<file path="src/rtl/jtdd2_pkg.sv">
// Shared types for the main/sub Z80 shared-RAM arbiter.
package jtdd2_pkg;
  typedef enum logic [1:0] {
    ST_IDLE   = 2'd0,
    ST_ACCESS = 2'd1,
    ST_DONE   = 2'd2
  } arb_state_t;

  typedef enum logic {
    OWN_MAIN = 1'b0,
    OWN_SUB  = 1'b1
  } owner_t;

  localparam int AW_DEF = 9;
  localparam int DW_DEF = 8;
endpackage

</file>
<file path="src/rtl/jtdd2_shared_arb_if.sv">
// CPU-side and RAM-side bus of the shared-RAM arbiter.
interface jtdd2_shared_arb_if #(
  parameter int AW = jtdd2_pkg::AW_DEF,
  parameter int DW = jtdd2_pkg::DW_DEF
);
  logic          main_cs, main_wrn, main_ok, main_lock, lock_ack;
  logic [AW-1:0] main_addr;
  logic [DW-1:0] main_din, main_dout;
  logic          sub_cs, sub_wrn, sub_ok;
  logic [AW-1:0] sub_addr;
  logic [DW-1:0] sub_din, sub_dout;
  logic [AW-1:0] ram_addr;
  logic [DW-1:0] ram_din, ram_q;
  logic          ram_we;

  modport slave (
    input  main_cs, main_wrn, main_addr, main_din, main_lock,
    input  sub_cs, sub_wrn, sub_addr, sub_din, ram_q,
    output main_dout, main_ok, lock_ack, sub_dout, sub_ok,
    output ram_addr, ram_din, ram_we
  );

  modport master (
    output main_cs, main_wrn, main_addr, main_din, main_lock,
    output sub_cs, sub_wrn, sub_addr, sub_din, ram_q,
    input  main_dout, main_ok, lock_ack, sub_dout, sub_ok,
    input  ram_addr, ram_din, ram_we
  );
endinterface

</file>
<file path="src/rtl/jtdd2_rr_pick.sv">
// Two-input round-robin picker; a tie goes to the side not granted last.
module jtdd2_rr_pick import jtdd2_pkg::*; (
  input  logic clk,
  input  logic rst,
  input  logic req_main,
  input  logic req_sub,
  input  logic en,
  output logic gnt_main,
  output logic gnt_sub
);
  owner_t last_q, last_d;

  always_comb begin
    gnt_main = req_main & (~req_sub | (last_q == OWN_SUB));
    gnt_sub  = req_sub  & (~req_main | (last_q == OWN_MAIN));
    last_d   = last_q;
    if (en && gnt_main)     last_d = OWN_MAIN;
    else if (en && gnt_sub) last_d = OWN_SUB;
  end

  always_ff @(posedge clk) begin
    if (rst) last_q <= OWN_SUB;
    else     last_q <= last_d;
  end
endmodule

</file>
<file path="src/rtl/jtdd2_shared_arb.sv">
// Main/sub CPU arbiter for one single-port shared RAM: IDLE -> ACCESS -> DONE,
// round-robin on ties, and a main-side lock that holds the sub CPU off.
module jtdd2_shared_arb import jtdd2_pkg::*; #(
  parameter int AW = AW_DEF,
  parameter int DW = DW_DEF
) (
  input logic                clk,
  input logic                rst,
  jtdd2_shared_arb_if.slave  bus
);
  arb_state_t    st_q, st_d;
  owner_t        own_q, own_d;
  logic [AW-1:0] addr_q, addr_d;
  logic [DW-1:0] din_q, din_d;
  logic [DW-1:0] mdout_q, mdout_d, sdout_q, sdout_d;
  logic          we_q, we_d, ack_q, ack_d;
  logic          sub_elig, gnt_main, gnt_sub, rd_done;

  assign sub_elig = bus.sub_cs & ~bus.main_lock;

  jtdd2_rr_pick u_pick (
    .clk      (clk),
    .rst      (rst),
    .req_main (bus.main_cs),
    .req_sub  (sub_elig),
    .en       (st_q == ST_IDLE),
    .gnt_main (gnt_main),
    .gnt_sub  (gnt_sub)
  );

  always_comb begin
    st_d    = st_q;
    own_d   = own_q;
    addr_d  = addr_q;
    din_d   = din_q;
    we_d    = we_q;
    mdout_d = mdout_q;
    sdout_d = sdout_q;
    case (st_q)
      ST_IDLE: begin
        if (gnt_main) begin
          st_d   = ST_ACCESS;
          own_d  = OWN_MAIN;
          addr_d = bus.main_addr;
          din_d  = bus.main_din;
          we_d   = ~bus.main_wrn;
        end else if (gnt_sub) begin
          st_d   = ST_ACCESS;
          own_d  = OWN_SUB;
          addr_d = bus.sub_addr;
          din_d  = bus.sub_din;
          we_d   = ~bus.sub_wrn;
        end
      end
      ST_ACCESS: st_d = ST_DONE;
      ST_DONE: begin
        st_d = ST_IDLE;
        if (!we_q) begin
          if (own_q == OWN_MAIN) mdout_d = bus.ram_q;
          else                   sdout_d = bus.ram_q;
        end
      end
      default: st_d = ST_IDLE;
    endcase
    // Lock is granted only when no sub cycle can still be in flight.
    ack_d = bus.main_lock & (ack_q | (st_q == ST_IDLE) |
                             ((st_q == ST_DONE) & (own_q == OWN_MAIN)));
  end

  always_ff @(posedge clk) begin
    if (rst) begin
      st_q    <= ST_IDLE;
      own_q   <= OWN_MAIN;
      addr_q  <= '0;
      din_q   <= '0;
      we_q    <= 1'b0;
      mdout_q <= '0;
      sdout_q <= '0;
      ack_q   <= 1'b0;
    end else begin
      st_q    <= st_d;
      own_q   <= own_d;
      addr_q  <= addr_d;
      din_q   <= din_d;
      we_q    <= we_d;
      mdout_q <= mdout_d;
      sdout_q <= sdout_d;
      ack_q   <= ack_d;
    end
  end

  // Read data is forwarded straight from the RAM during DONE so it is valid with ok.
  assign rd_done       = (st_q == ST_DONE) & ~we_q;
  assign bus.main_ok   = (st_q == ST_DONE) & (own_q == OWN_MAIN);
  assign bus.sub_ok    = (st_q == ST_DONE) & (own_q == OWN_SUB);
  assign bus.main_dout = (rd_done && own_q == OWN_MAIN) ? bus.ram_q : mdout_q;
  assign bus.sub_dout  = (rd_done && own_q == OWN_SUB)  ? bus.ram_q : sdout_q;
  assign bus.ram_addr  = addr_q;
  assign bus.ram_din   = din_q;
  assign bus.ram_we    = (st_q == ST_ACCESS) & we_q & ~rst;
  assign bus.lock_ack  = ack_q;
endmodule

</file>
<file path="src/flat_wrapper.sv">
// flat-port wrapper written by rule: the top's interface ports become plain ports
module jtdd2_shared_arb_flat import jtdd2_pkg::*;
#(
  parameter int AW = AW_DEF,
  parameter int DW = DW_DEF
)
  (clk, rst, bus_main_cs, bus_main_wrn, bus_main_addr, bus_main_din, bus_main_lock, bus_sub_cs, bus_sub_wrn, bus_sub_addr, bus_sub_din, bus_ram_q, bus_main_dout, bus_main_ok, bus_lock_ack, bus_sub_dout, bus_sub_ok, bus_ram_addr, bus_ram_din, bus_ram_we);
  jtdd2_shared_arb_if #(.AW(AW), .DW(DW)) bus_i ();
  input logic clk;
  input logic rst;
  input wire logic [$bits(bus_i.main_cs)-1:0] bus_main_cs;
  input wire logic [$bits(bus_i.main_wrn)-1:0] bus_main_wrn;
  input wire logic [$bits(bus_i.main_addr)-1:0] bus_main_addr;
  input wire logic [$bits(bus_i.main_din)-1:0] bus_main_din;
  input wire logic [$bits(bus_i.main_lock)-1:0] bus_main_lock;
  input wire logic [$bits(bus_i.sub_cs)-1:0] bus_sub_cs;
  input wire logic [$bits(bus_i.sub_wrn)-1:0] bus_sub_wrn;
  input wire logic [$bits(bus_i.sub_addr)-1:0] bus_sub_addr;
  input wire logic [$bits(bus_i.sub_din)-1:0] bus_sub_din;
  input wire logic [$bits(bus_i.ram_q)-1:0] bus_ram_q;
  output wire logic [$bits(bus_i.main_dout)-1:0] bus_main_dout;
  output wire logic [$bits(bus_i.main_ok)-1:0] bus_main_ok;
  output wire logic [$bits(bus_i.lock_ack)-1:0] bus_lock_ack;
  output wire logic [$bits(bus_i.sub_dout)-1:0] bus_sub_dout;
  output wire logic [$bits(bus_i.sub_ok)-1:0] bus_sub_ok;
  output wire logic [$bits(bus_i.ram_addr)-1:0] bus_ram_addr;
  output wire logic [$bits(bus_i.ram_din)-1:0] bus_ram_din;
  output wire logic [$bits(bus_i.ram_we)-1:0] bus_ram_we;
  assign bus_i.main_cs = bus_main_cs;
  assign bus_i.main_wrn = bus_main_wrn;
  assign bus_i.main_addr = bus_main_addr;
  assign bus_i.main_din = bus_main_din;
  assign bus_i.main_lock = bus_main_lock;
  assign bus_i.sub_cs = bus_sub_cs;
  assign bus_i.sub_wrn = bus_sub_wrn;
  assign bus_i.sub_addr = bus_sub_addr;
  assign bus_i.sub_din = bus_sub_din;
  assign bus_i.ram_q = bus_ram_q;
  assign bus_main_dout = bus_i.main_dout;
  assign bus_main_ok = bus_i.main_ok;
  assign bus_lock_ack = bus_i.lock_ack;
  assign bus_sub_dout = bus_i.sub_dout;
  assign bus_sub_ok = bus_i.sub_ok;
  assign bus_ram_addr = bus_i.ram_addr;
  assign bus_ram_din = bus_i.ram_din;
  assign bus_ram_we = bus_i.ram_we;
  jtdd2_shared_arb #(.AW(AW), .DW(DW)) u_core (.clk(clk), .rst(rst), .bus(bus_i));
endmodule
</file>
<file path="config.mk">
export PLATFORM = sky130hd
export DESIGN_NAME = jtdd2_shared_arb_flat
export DESIGN_NICKNAME = d
export VERILOG_FILES = /design/src/rtl/jtdd2_pkg.sv /design/src/rtl/jtdd2_shared_arb_if.sv /design/src/rtl/jtdd2_rr_pick.sv /design/src/rtl/jtdd2_shared_arb.sv /design/src/flat_wrapper.sv
export SDC_FILE = /design/constraint.sdc
export NUM_CORES = 1
export LEC_CHECK = 0
export CORE_UTILIZATION = 40
export CTS_CLUSTER_DIAMETER = 200
export DETAILED_ROUTE_END_ITERATION = 12
export PLACE_DENSITY = 0.77
export SYNTH_ARGS = -nofsm -noshare
export SYNTH_HDL_FRONTEND = slang
export SYNTH_SLANG_ARGS = --single-unit
</file>
<file path="constraint.sdc">
create_clock -name clk -period 1.6 [get_ports clk]
set_input_delay 0.24 -clock clk [delete_from_list [all_inputs] [get_ports clk]]
set_output_delay 0.24 -clock clk [all_outputs]
set_load 0.02 [all_outputs]
</file>
==> summary.md <==
| Metric | Value |
|---|---|
| Max IR drop VDD | 373 uV |
| Die height | 71.8 um |
| Status | finished, violations left |
| CP endpoint kind | output pin |
| Post-synthesis register bit count | 39 |
| Main synth FF type | dfxtp_1 |
| Placed Area | 2930 um2 |
| Post-synthesis cell type count | 33 |
| Initial antenna violation count | 0 |
| Internal power | 1730 uW |
| Clk buf depth | 2 |
| Clock skew | 0.00318 ns |
| Switching Fraction | 0.282 |
| Arrival time of the worst setup path | 1.59 ns |
| # IOs | 86 |
| Hold endpoint | u_core.bus.lock_ack$_SDFF_PP0_ |
| Fin Hold WS | 0.340 ns |
| Post-synth ARST share | 0 |
| Yosys top cell area share | 0.401 |
| Drt initial violations | 86 |
| Final setup vio count | 16 |
| Clk_lat worst skew | between 0.2 and 0.3 ns |
| Crit path kind | flop to output pin |
| Syn nets | 254 |
| Fin nets | 348 |
| # clock sinks | 39 |
| Mean routed wirelength per cell | 14.9 um |
| Vias per inst | 5.38 |
| Synth cell count leaders | dfxtp_1 (39), inv_1 (19), a221oi_1 (18), nand2_1 (17) |
| Hold Startpoint | bus_main_lock |
| Rel. slew slack | 0.672 |
| Die W | around 72 um |
| Tightest Pin Transition | 0.491 ns |
| Clock slew at reported path FFs | around 0.080 ns |
| H-tree depth | 2 |
| Worst-path fanout max | 8 |
| Drc violations | 0 |
| Gate Count Post-Synth | about 200 |
| PD cells | 766 nW/um2 |
| Worst R2R End | u_core.u_pick.last_q$_SDFFE_PP1P_ |
| Post-route ant nets | 0 |
| Port Buf Inserts | 85 |
| Failing checks | negative setup slack |
| Final Cell Area | ~3200 um2 |
| Most frequent cell after synthesis | dfxtp_1 |
| Layout area overhead | 61.6% |
| Via Count | approximately 1900 |
| CP Cell Sequence | nor4b_4 -> buf_6 -> mux2_4 -> buf_6 |
| GR Util All Layers | 0.215 |
| LEAKAGE | about 0.0013 uW |
| Post-Syn Area | 1950 um2 |
| CTS root buf | clkbuf_8 |
| Mean Syn Cell Area | 9.51 um2 |
| Worst path required time | 1.36 ns |
| Total grt overflow | 0 |
| Number of flops mapped to enable cells by yosys | 0 |
| Area leader, netlist | dfxtp_1 |
| Top cells by area, synth | dfxtp_1 (40%), mux2_2 (9.2%), o221a_2 (9.2%), a221oi_1 (8.1%), o21ai_0 (4.1%) |
| Num CTS Buffers | 5 |
| Die Footprint | 5160 um2 |
| RSZ-0062 raised after global routing | yes |
| Largest net degree at the start of global routing | 39 |
| Share of cells above drive strength 1 | 0.317 |
| Worst hold path depth | 2 |
| Logic pwr share | 0.289 |
| Slew Limit Fails | 0 |
| Reg power frac | 0.446 |
| Max-cap violations | 0 |
| Reg area | 790 um2 |
| Min Tclk post-route | 1.83 ns |
| Rows | 25 |
| Largest stage delay on the critical path | 0.36 ns |
| Initial core utilization | 0.415 |
| Fin worst setup slack | -0.225 ns |
| Final WL | roughly 5300 um |
| PnR Total Power | ~2400 uW |
| Hold Crit Class | input port to flop |
| Clock network fraction of total power | 0.264 |
| F_max | between 0.5 and 0.6 GHz |
| HPWL Detailed | 3610 um |
| Hold Violations, Final | 0 |
| Vias in the first global route | around 1900 |
| Crit-path most repeated cell | buf_6 |
| Final core occ | 0.671 |
| First-pass GRT wire length | roughly 8700 um |
| Drt first pass iters | 4 |
| P_sw | 681 uW |
| Worst path slowest cell | dfxtp_4 |
| CTS tree | yes |
| # diodes | 0 |
| Synthesis Warnings | 0 |
| Fillcell total | about 390 |
| R2R Setup Slk | 0.10 ns |
| Tcrit/Tclk final | 1.14 |
| Core Region | 4690 um2 |
| RD Place Congestion | 0.730 |
| Area of the multi-input gates | 1090 um2 |
| Origin of the critical flop-to-flop path | u_core.st_q[0]$_SDFFE_PP0P_ |
| Worst setup SP type | flop |
| Seq/Total Area, Yosys | 0.401 |
| R2R cell count | 4 |
==> layer usage <==
metal,track usage,routed length [um],up-vias
met5,0,0,-
met4,0.0588,40,0
met3,0.0422,250,5
met1,0.269,2320,909
li1,-,-,937
met2,0.378,2680,53
==> state kept, by name, summed over array words and instances, names as in the netlist <==
register              cells
u_core.mdout_q            8
u_core.u_pick.last_q      1
u_core.sdout_q            8
u_core.st_q               2
u_core.own_q              1
u_core.bus.ram_din        8
u_core.we_q               1
u_core.bus.ram_addr       9
u_core.bus.lock_ack       1
==> repair_timing <==
item / in CTS / in global routing
hold buffers: 0 / 0
hold endpoints to repair: 0 / 0
pin swaps: 1 / 5
endpoints found under the setup margin: 36 / 19
setup buffers: 0 / 2
gates resized for setup: 103 / 38
cloned: 0 / 0
==> worst max-delay path, delay by kind of cell (launching register included) <==
kind	cells	cell delay [ns]
flops	1	0.36
buf+inv	2	0.33
mux	1	0.33
simple gates	1	0.27
==> worst max path at each step <==
stage / startpoint / endpoint / slack [ns] / cells after the start
2_1_floorplan: u_core.st_q[0]$_SDFFE_PP0P_ / u_core.mdout_q[0]$_SDFFE_PP0P_ / 0.05 / 4
3_3_place_gp: rst / bus_ram_we / -0.32 / 4
3_5_place_dp: u_core.we_q$_SDFFE_PP0P_ / bus_main_dout[1] / -0.36 / 4
4_1_cts: u_core.we_q$_SDFFE_PP0P_ / bus_main_dout[1] / -0.26 / 4
5_1_grt: u_core.st_q[0]$_SDFFE_PP0P_ / bus_main_dout[3] / -0.27 / 4
6_report: u_core.st_q[0]$_SDFFE_PP0P_ / bus_main_dout[7] / -0.23 / 4
==> cells in the final DEF, fill, tap and decap left out, types with 5 or more instances in the layout <==
cell             synthesis  final
o221a_2                 16     16
clkbuf_8                 0      5
mux2_4                   0     16
nand2_1                 17     17
buf_4                    1     19
a221oi_1                18     18
inv_1                   19     19
buf_6                    1     19
dfxtp_1                 39     36
clkdlybuf4s50_1          0     65
nor2b_1                  9      8
o21ai_0                 16     16
and2b_1                  8      8
==> power by group through the flow <==
stage	Combinational (uW)	Clock [uW]	Sequential (uW)
finish	698	637	1080
global route	751	701	1080
CTS	662	659	1080
detailed placement	660	0	1100
global placement	652	0	1100
floorplan	285	0	1150
==> cell families after synthesis <==
family / after synthesis / synth area share
AND/OR/NAND/NOR: 54 / 0.178
multiplexers: 16 / 0.0924
buffers and inverters: 38 / 0.0834
flip-flops: 39 / 0.401
AO/OA/AOI/OAI: 58 / 0.246
==> stage by stage <==
step                      worst slack (ns)  instances  TNS, ns
final                               -0.225        354    -3.38
after global routing                -0.266        354    -4.21
after CTS                           -0.256        352    -3.50
after detailed placement            -0.363        344   -11.36
after global placement              -0.322        344   -10.08
after floorplan                     0.0504        205        0
==> final cells by class <==
type,count,share of cell area
Sequential cell,39,0.251
Tap cell,54,0.0214
Clock buffer,5,0.0218
Clock inverter,3,0.00477
Multi-Input combinational cell,128,0.347
Inverter,19,0.0226
Timing Repair Buffer,106,0.332
Note: power is estimated with default switching activity, not from simulation.
